[src/rtl/tmr_recovery_ctrl_pkg.sv]
// Shared definitions for the TMR recovery controller: FSM encodings, core IDs,
// register-file geometry and small voter-decoding helpers.
package tmr_recovery_ctrl_pkg;

    typedef enum logic [2:0] {
        ST_IDLE     = 3'd0,
        ST_RESYNC   = 3'd1,
        ST_PCLOAD   = 3'd2,
        ST_SETTLE   = 3'd3,
        ST_ROLLBACK = 3'd4,
        ST_FATAL    = 3'd5
    } ctrl_state_e;

    localparam logic [1:0] CORE_A = 2'd0;
    localparam logic [1:0] CORE_B = 2'd1;
    localparam logic [1:0] CORE_C = 2'd2;

    localparam int REG_COUNT  = 32;
    localparam int REG_ADDR_W = $clog2(REG_COUNT);
    localparam logic [REG_ADDR_W-1:0] REG_ADDR_FIRST = REG_ADDR_W'(1'b1);
    localparam logic [REG_ADDR_W-1:0] REG_ADDR_LAST  = REG_ADDR_W'(REG_COUNT - 1);

    // One-hot destination mask ordered {A,B,C}
    function automatic logic [2:0] core_onehot(input logic [1:0] core_id);
        logic [2:0] mask;
        case (core_id)
            CORE_A:  mask = 3'b100;
            CORE_B:  mask = 3'b010;
            CORE_C:  mask = 3'b001;
            default: mask = 3'b000;
        endcase
        return mask;
    endfunction

    // Agreement patterns with no single identifiable faulty core
    function automatic logic is_multi_disagree(input logic [2:0] voter_state);
        logic hit;
        case (voter_state)
            3'b000, 3'b011, 3'b101, 3'b110: hit = 1'b1;
            default:                        hit = 1'b0;
        endcase
        return hit;
    endfunction

endpackage

[src/rtl/tmr_retry_counter.sv]
// Counts recoveries since the last clean window; a run of CLEAN_WIN clean
// IDLE cycles forgives all previous recoveries.
module tmr_retry_counter #(
    parameter int RETRY_LIMIT = 3,
    parameter int CLEAN_WIN   = 16
) (
    input  logic clk,
    input  logic rst_in,
    input  logic inc,
    input  logic clean,
    output logic at_limit
);
    localparam int RW = $clog2(RETRY_LIMIT + 1);
    localparam int CW = $clog2(CLEAN_WIN + 1);
    localparam logic [RW-1:0] RETRY_MAX = RW'(RETRY_LIMIT);
    localparam logic [RW-1:0] RETRY_ONE = RW'(1'b1);
    localparam logic [CW-1:0] CLEAN_END = CW'(CLEAN_WIN - 1);
    localparam logic [CW-1:0] CLEAN_ONE = CW'(1'b1);

    logic [RW-1:0] retry_r;
    logic [CW-1:0] clean_r;

    // Retry counter saturates at the limit; clean-run counter restarts on any unclean cycle
    always_ff @(posedge clk) begin
        if (rst_in) begin
            retry_r <= '0;
            clean_r <= '0;
        end else if (inc) begin
            clean_r <= '0;
            if (retry_r != RETRY_MAX) begin
                retry_r <= retry_r + RETRY_ONE;
            end else begin
                retry_r <= retry_r;
            end
        end else if (clean) begin
            if (clean_r == CLEAN_END) begin
                clean_r <= '0;
                retry_r <= '0;
            end else begin
                clean_r <= clean_r + CLEAN_ONE;
            end
        end else begin
            clean_r <= '0;
        end
    end

    assign at_limit = (retry_r == RETRY_MAX);

endmodule

[src/rtl/tmr_recovery_ctrl.sv]
// Recovery sequencer for a triple-modular-redundant core cluster: resyncs a single
// faulty core's register file or rolls all cores back, and escalates to a sticky fatal state.
module tmr_recovery_ctrl
    import tmr_recovery_ctrl_pkg::*;
#(
    parameter int RETRY_LIMIT = 3,
    parameter int CLEAN_WIN   = 16
) (
    input  logic                  clk,
    input  logic                  rst_in,
    input  logic [2:0]            Voter_state,
    input  logic                  Recovery_mode,
    input  logic [31:0]           PC_Top,
    input  logic [31:0]           PC_Top_rollback,
    output logic                  Stall,
    output logic                  Resync_en,
    output logic [REG_ADDR_W-1:0] Resync_addr,
    output logic [1:0]            Resync_src,
    output logic [2:0]            Resync_dst,
    output logic                  PC_load,
    output logic [31:0]           PC_load_value,
    output logic [7:0]            Fault_count,
    output logic                  Fatal,
    output logic [2:0]            Ctrl_state
);
    ctrl_state_e           state_r, state_nx_s;
    logic [REG_ADDR_W-1:0] addr_r, addr_nx_s;
    logic [1:0]            src_r, src_nx_s, faulty_s;
    logic [2:0]            dst_r;
    logic [31:0]           pc_r, pc_nx_s;
    logic [7:0]            fault_cnt_r;
    logic                  stall_r, en_r, load_r, fatal_r;
    logic                  detect_s, latch_s, clean_s, at_limit_s;

    assign clean_s = (state_r == ST_IDLE) && (Voter_state == 3'b111) && !Recovery_mode;

    tmr_retry_counter #(
        .RETRY_LIMIT(RETRY_LIMIT),
        .CLEAN_WIN  (CLEAN_WIN)
    ) u_retry (
        .clk     (clk),
        .rst_in  (rst_in),
        .inc     (detect_s),
        .clean   (clean_s),
        .at_limit(at_limit_s)
    );

    // Next-state logic; voter inputs are only looked at while IDLE
    always_comb begin
        state_nx_s = state_r;
        addr_nx_s  = addr_r;
        src_nx_s   = src_r;
        pc_nx_s    = pc_r;
        faulty_s   = CORE_A;
        detect_s   = 1'b0;
        latch_s    = 1'b0;
        case (state_r)
            ST_IDLE: begin
                if (Recovery_mode || is_multi_disagree(Voter_state)) begin
                    detect_s = 1'b1;
                    pc_nx_s  = PC_Top_rollback;
                    if (at_limit_s) begin
                        state_nx_s = ST_FATAL;
                    end else begin
                        state_nx_s = ST_ROLLBACK;
                        latch_s    = 1'b1;
                    end
                end else if (Voter_state != 3'b111) begin
                    detect_s = 1'b1;
                    pc_nx_s  = PC_Top;
                    case (Voter_state)
                        3'b100:  begin faulty_s = CORE_C; src_nx_s = CORE_A; end
                        3'b010:  begin faulty_s = CORE_A; src_nx_s = CORE_B; end
                        default: begin faulty_s = CORE_B; src_nx_s = CORE_A; end
                    endcase
                    if (at_limit_s) begin
                        state_nx_s = ST_FATAL;
                    end else begin
                        state_nx_s = ST_RESYNC;
                        addr_nx_s  = REG_ADDR_FIRST;
                        latch_s    = 1'b1;
                    end
                end else begin
                    state_nx_s = ST_IDLE;
                end
            end
            ST_RESYNC: begin
                if (addr_r == REG_ADDR_LAST) begin
                    state_nx_s = ST_PCLOAD;
                    addr_nx_s  = '0;
                end else begin
                    addr_nx_s = addr_r + REG_ADDR_FIRST;
                end
            end
            ST_PCLOAD:   state_nx_s = ST_SETTLE;
            ST_ROLLBACK: state_nx_s = ST_SETTLE;
            ST_SETTLE:   state_nx_s = ST_IDLE;
            ST_FATAL:    state_nx_s = ST_FATAL;
            default:     state_nx_s = ST_IDLE;
        endcase
    end

    // State, latches and output registers (outputs are decoded from the next state)
    always_ff @(posedge clk) begin
        if (rst_in) begin
            state_r     <= ST_IDLE;
            addr_r      <= '0;
            src_r       <= 2'd0;
            dst_r       <= 3'd0;
            pc_r        <= 32'd0;
            fault_cnt_r <= 8'd0;
            stall_r     <= 1'b0;
            en_r        <= 1'b0;
            load_r      <= 1'b0;
            fatal_r     <= 1'b0;
        end else begin
            state_r <= state_nx_s;
            addr_r  <= addr_nx_s;
            stall_r <= (state_nx_s != ST_IDLE);
            en_r    <= (state_nx_s == ST_RESYNC);
            load_r  <= (state_nx_s == ST_PCLOAD) || (state_nx_s == ST_ROLLBACK);
            fatal_r <= fatal_r || (state_nx_s == ST_FATAL);
            if (latch_s) begin
                src_r <= src_nx_s;
                dst_r <= (state_nx_s == ST_RESYNC) ? core_onehot(faulty_s) : dst_r;
                pc_r  <= pc_nx_s;
            end else begin
                src_r <= src_r;
                dst_r <= dst_r;
                pc_r  <= pc_r;
            end
            if (detect_s && (fault_cnt_r != 8'hFF)) begin
                fault_cnt_r <= fault_cnt_r + 8'd1;
            end else begin
                fault_cnt_r <= fault_cnt_r;
            end
        end
    end

    assign Stall         = stall_r;
    assign Resync_en     = en_r;
    assign Resync_addr   = addr_r;
    assign Resync_src    = src_r;
    assign Resync_dst    = dst_r;
    assign PC_load       = load_r;
    assign PC_load_value = pc_r;
    assign Fault_count   = fault_cnt_r;
    assign Fatal         = fatal_r;
    assign Ctrl_state    = state_r;

endmodule

[config.mk]
export PLATFORM = sky130hd
export DESIGN_NAME = tmr_recovery_ctrl
export DESIGN_NICKNAME = d
export VERILOG_FILES = /design/src/rtl/tmr_recovery_ctrl_pkg.sv /design/src/rtl/tmr_retry_counter.sv /design/src/rtl/tmr_recovery_ctrl.sv
export SDC_FILE = /design/constraint.sdc
export NUM_CORES = 1
export LEC_CHECK = 0
export ABC_AREA = 0
export CORE_MARGIN = 2
export CORE_UTILIZATION = 34
export CTS_BUF_LIST = sky130_fd_sc_hd__clkbuf_4 sky130_fd_sc_hd__clkbuf_8
export CTS_CLUSTER_DIAMETER = 120
export DETAILED_ROUTE_END_ITERATION = 7
export GPL_ROUTABILITY_DRIVEN = 1
export HOLD_SLACK_MARGIN = 0.06
export PLACE_DENSITY_LB_ADDON = 0.2
export SYNTH_ARGS = -nofsm -noshare
export SYNTH_HDL_FRONTEND = slang
export SYNTH_HIERARCHICAL = 1
export SYNTH_SLANG_ARGS = --single-unit
[constraint.sdc]
create_clock -name clk -period 3.5 [get_ports clk]
set_input_delay 0.7 -clock clk [delete_from_list [all_inputs] [get_ports clk]]
set_output_delay 0.7 -clock clk [all_outputs]
set_load 0.1 [all_outputs]
==> results.yml, run 1 <==
floorplan:
  core_um2: 9200
  dieWidth_um: 101
  die_h_um: 101
  die_area_um2: 10200
  start_util_pct: 34.9
  ios: 127
  floorplan.rows: 35
critical_path:
  cp.arrival_ns: 1.92
  reg2reg_depth: 4
  required_ns: 2.80
  crit_family: "buffers and inverters"
  worstPathCellList: "clkdlybuf4s50_1"
  crit_start: "Resync_addr[0]$_SDFFE_PP0P_"
  cp_slowest_cell: "clkdlybuf4s50_1"
  endpoint_kind: "primary output"
  worst_path_largest_cell_delay_ns: 1.16
  r2r-start: "Ctrl_state[2]$_SDFF_PP0_"
  cp-start-kind: "flip-flop"
  crit_type: "flip-flop to primary output"
  path_depth: 1
  cp_max_fo: 4
  cp_num_buf_inv: 1
placed_design:
  dpl.hpwl_um: 6090
  place_congestion: 0.798
  io_buffers: 125
global_route:
  antenna_found_initial: 0
  grt_use_total_pct: 16.2
  grt_overflow: 0
  grt_pass1_vias: 2681
  met2_usage_pct: 26.2
  grt_max_degree: 65
  grt_pass1_wl_um: 13000
  met1_usage_pct: 20.0
  use_met3_pct: 4.21
  grt.busiest_layer: "met2"
cells_and_area:
  nets: 526
  seqCellArea_um2: 1260
  drive_gt1_share_pct: 14.9
  area_growth_pct: 46.8
  diodes: 0
  fillers: 901
  multi_input_area_um2: 1780
synthesis:
  synthCells: 335
  synth_cell_types: 50
  synth_compound_area_share_pct: 21.6
  synth-xor-area-share_pct: 2.89
  synth_top_family_by_area: "compound AO/OA/AOI/OAI gates"
  synth-main-ff-cell: "dfxtp_1"
  synth_area_per_cell_um2: 9.58
  synth_seq_cells: 63
  synth-edff-count: 0
  synthAdderAreaFrac_pct: 2.34
  synth_fp_nets: 411
  synth-simple-area-share_pct: 17.5
  synthArstFlopShare_pct: 0
  yosys_warnings: 6
  yosysSeqAreaShare_pct: 39.3
  synthMuxAreaShare_pct: 11.2
  synth_area_um2: 3210
clock_network:
  htree_levels: 3
  clk_latency_ns: 0.35
  numCtsBuffers: 9
  cts_tree: "built"
  cts-resized-gates: 0
  cts_hold_repair.buffers: 0
  cts_setup_buffers: 0
  clockBufferDepth: 2
  ctsRootBufferMaster: "clkbuf_8"
  clkSinkCount: 63
  cts.clk_slew.worst_paths_ns: 0.08
route:
  vias_per_cell: 5.04
  vias: 2851
  ant_nets: 0
  drt_iter0_drc: 102
  drt_pass1_iterations: 4
  wl_per_cell_um: 15.0
  drc: 0
  totalWireLength_um: 8480
hold_path:
  whs_path_depth: 1
  hp-class: "flip-flop to flip-flop"
  hold_start: "u_retry/clean_r[0]$_SDFF_PP0_"
sta:
  period_minus_slack_ns: 2.62
  worst_pin_slew_ns: 1.02
  period_share_pct: 74.9
  slew_viol_final: 0
  slew_headroom_pct: 31.9
  setup_viol: 0
  rsz0062_at_grt: "false"
  clock.fmax_mhz: 381
  fin_setup_tns_ns: 0
  report.final.hold_viol_count: 0
  finClkSkew_ns: 0.0109
  hold_slack_ns: 0.449
outcome:
  status: "complete, no violations"
run:
  drv_cap: 0
==> registers in the layout, summed over array words and instances, names as in the netlist <==
signal           flops
u_retry/clean_r      5
Fatal                1
u_retry/retry_r      2
Resync_src           1
Stall                1
PC_load              1
Ctrl_state           3
Resync_dst           3
PC_load_value       32
Resync_addr          5
Fault_count          8
Resync_en            1
==> cell usage in the layout, fill, tap and decap left out, types with 4 or more instances in the layout <==
cell and instances:
a211oi_1 7, a21oi_1 13, or3_1 4, ha_1 6
nand2_1 10, clkdlybuf4s50_1 112, nor2_1 52, buf_4 14
clkbuf_8 11, mux2i_1 36, inv_1 6, xor2_1 6
dfxtp_1 63, o21ai_0 13, nand3_1 13, a211oi_2 28
o211ai_1 4
==> cells by family after synthesis <==
family,after synthesis
xor+xnor,9
flops,63
simple gates,109
other cells,1
buf+inv,31
mux,36
compound gates,80
fa+ha+maj,6
==> metrics by stage <==
stage                     utilization [%]  setup WS (ns)  std cells  area (µm²)
after global placement               48.7          0.677        550        4480
after global routing                 51.2          0.809        566        4710
after detailed placement             48.7          0.608        550        4480
after CTS                            51.2          0.847        566        4710
final                                51.2          0.878        566        4710
after floorplan                         -           1.15        335        3210
==> synthesized netlist by cell type (all sizes together), types with 4 or more instances <==
master,instances,area (µm²)
or3,4,25.0
a211oi,35,403
o21ai,13,65.1
dfxtp,63,1260
nand2,10,37.5
xor2,6,52.6
ha,6,75.1
o211ai,4,30.0
clkbuf,13,48.8
a21oi,13,65.1
buf,12,91.3
nor2,53,206
nand3,13,65.1
inv,6,22.5
nor3,5,41.3
mux2i,36,360
==> layout make-up <==
class | instances | area share (%)
flip-flops and latches | 63 | 26.8
clock buffers | 11 | 3.21
repair buffers | 129 | 27.0
well taps | 111 | 2.95
inverters | 6 | 0.478
multi-input cells | 241 | 37.9
clock inverters | 5 | 1.70
==> path summary, 6_finish.rpt <==
| check | slack [ns] | to |
|---|---|---|
| worst min register to register | 0.45 | u_retry/clean_r[0]$_SDFF_PP0_ |
| worst max register to register | 1.45 | Fault_count[5]$_SDFFE_PP0P_ |
| worst min-delay path | 0.45 | u_retry/clean_r[0]$_SDFF_PP0_ |
| worst max-delay path | 0.88 | Resync_addr[0] |
==> layer usage <==
| metal | routed length (µm) | share of wire, % | vias to the layer above |
|---|---|---|---|
| met1 | 3870 | 46 | 1295 |
| met2 | 3860 | 46 | 97 |
| met3 | 614 | 7.2 | 10 |
| met4 | 132 | 1.6 | 0 |
| li1 | - | - | 1449 |
| met5 | 0 | 0 | - |
Power of run 1 is not shown: default switching activity piles up to over one toggle a cycle in this logic, so the estimate is an artifact.
==> inputs of run 2 (changes only) <==
clock period = 2.73 ns   (was 3.5 ns; I/O delays follow)
==> results.yml, run 2 (synthesized netlist as in run 1, its figures left out) <==
outcome:
  status: "complete, no violations"
floorplan:
  die_area_um2: 10200
  ios: 127
  dieWidth_um: 101
  core_um2: 9200
  die_h_um: 101
  floorplan.rows: 35
  start_util_pct: 34.9
route:
  drt_pass1_iterations: 4
  ant_nets: 0
  vias_per_cell: 4.96
  drt_iter0_drc: 70
  drc: 0
  vias: 2827
  totalWireLength_um: 8320
  wl_per_cell_um: 14.6
cells_and_area:
  final_cell_count_no_fill: 570
  area_growth_pct: 44.7
  final_common_cell: "clkdlybuf4s50_1"
  fillers: 849
  final_cell_mix: "clkdlybuf4s50_1 (68), dfxtp_1 (63), buf_4 (62)"
  diodes: 0
  nets: 530
  largest_reg_flops: 32
  fin_area_um2: 4640
  drive_gt1_share_pct: 25.3
critical_path:
  required_ns: 3.01
  cp_max_fo: 14
  endpoint_kind: "flip-flop"
  reg2reg_depth: 5
  cp.arrival_ns: 2.42
  cp-start-kind: "primary input"
  r2r-start: "Ctrl_state[2]$_SDFF_PP0_"
  worst_path_largest_cell_delay_ns: 0.59
  r2r_slack_ns: 0.67
  endpoint: "u_retry/clean_r[2]$_SDFF_PP0_"
  crit_start: "Voter_state[0]"
  worstReg2RegEnd: "PC_load_value[25]$_SDFFE_PP0P_"
  crit_type: "primary input to flip-flop"
  cp_slowest_cell: "or4b_4"
  path_common_cell: "nor2_1"
  worstPathCellList: "clkdlybuf4s50_1, buf_4, and4b_1, nor2_1, or4b_4, nor2_1"
clock_network:
  clockBufferDepth: 2
  htree_levels: 3
  numCtsBuffers: 9
  cts_tree: "built"
  ctsRootBufferMaster: "clkbuf_8"
  cts_hold_repair.buffers: 0
  cts-resized-gates: 0
  cts_setup_buffers: 0
  cts.clk_slew.worst_paths_ns: 0.07
  clk_latency_ns: 0.34
  clkSinkCount: 63
global_route:
  met1_usage_pct: 20.7
  grt_use_total_pct: 15.6
  antenna_found_initial: 0
  grt_max_degree: 65
  grt_pass1_wl_um: 12600
  grt.busiest_layer: "met2"
  use_met3_pct: 4.21
  grt_pass1_vias: 2571
  met2_usage_pct: 24.5
  grt_overflow: 0
placed_design:
  dpl.hpwl_um: 5920
  placed_area_um2: 4400
  io_buffers: 125
  place_congestion: 0.787
  placed_cells: 554
sta:
  fin_setup_tns_ns: 0
  period_minus_slack_ns: 2.14
  report.final.hold_viol_count: 0
  worst_pin_slew_ns: 0.537
  slew_headroom_pct: 64.1
  period_share_pct: 78.3
  rsz0062_at_grt: "false"
  hold_slack_ns: 0.456
  setup_viol: 0
  finClkSkew_ns: 0.00832
  slew_viol_final: 0
  clock.fmax_mhz: 468
hold_path:
  hold_start: "u_retry/clean_r[0]$_SDFF_PP0_"
  hp-class: "flip-flop to flip-flop"
run:
  drv_cap: 0
[run 2: changes by cell type in the layout (fill, tap and decap cells not counted), sizes merged]
| cell | change |
|---|---|
| clkdlybuf4s50 | -44 |
| inv | +1 |
| clkinvlp | -1 |
| buf | +48 |
| bufinv | +1 |
| clkbuf | -2 |
| clkinv | +1 |
[run 2: worst max-delay path: cells and delay by family]
kind,cells,cell delay (ns)
buffers and inverters,2,0.72
and+or+nand+nor,4,1.14
[run 2: metrics by stage]
| stage | utilization, % | setup WS [ns] |
|---|---|---|
| 2_1_floorplan | - | 0.380 |
| 3_3_place_gp | 47.8 | 0.313 |
| 3_5_place_dp | 47.8 | 0.260 |
| 4_1_cts | 50.5 | 0.615 |
| 5_1_grt | 50.5 | 0.484 |
| 6_report | 50.5 | 0.592 |
[run 2: worst min-delay path by stage]
| stage | cells past startpoint | to | slack, ns |
|---|---|---|---|
| after floorplan | 1 | u_retry/clean_r[0]$_SDFF_PP0_ | 0.42 |
| after global placement | 1 | u_retry/clean_r[0]$_SDFF_PP0_ | 0.43 |
| after detailed placement | 1 | u_retry/clean_r[0]$_SDFF_PP0_ | 0.45 |
| after CTS | 1 | u_retry/clean_r[0]$_SDFF_PP0_ | 0.46 |
| after global routing | 2 | u_retry/retry_r[1]$_SDFFE_PP0P_ | 0.49 |
| final | 1 | u_retry/clean_r[0]$_SDFF_PP0_ | 0.46 |
[run 2: per-layer routing]
metal,share of wire [%],routed length (µm)
met1,47,3950
met2,44,3690
met3,6.9,576
met4,1.1,95
met5,0,0
[run 2: final cells by class]
class                   count  area (µm²)  share of cell area (%)
multi-input cells         241        1780                    38.4
flip-flops and latches     63        1260                    27.2
repair buffers            133        1190                    25.7
clock inverters             7         120                    2.59
clock buffers               9         124                    2.67
well taps                 111         139                    2.99
inverters                   6        22.5                   0.485
Power of run 2 is left out for the same reason.
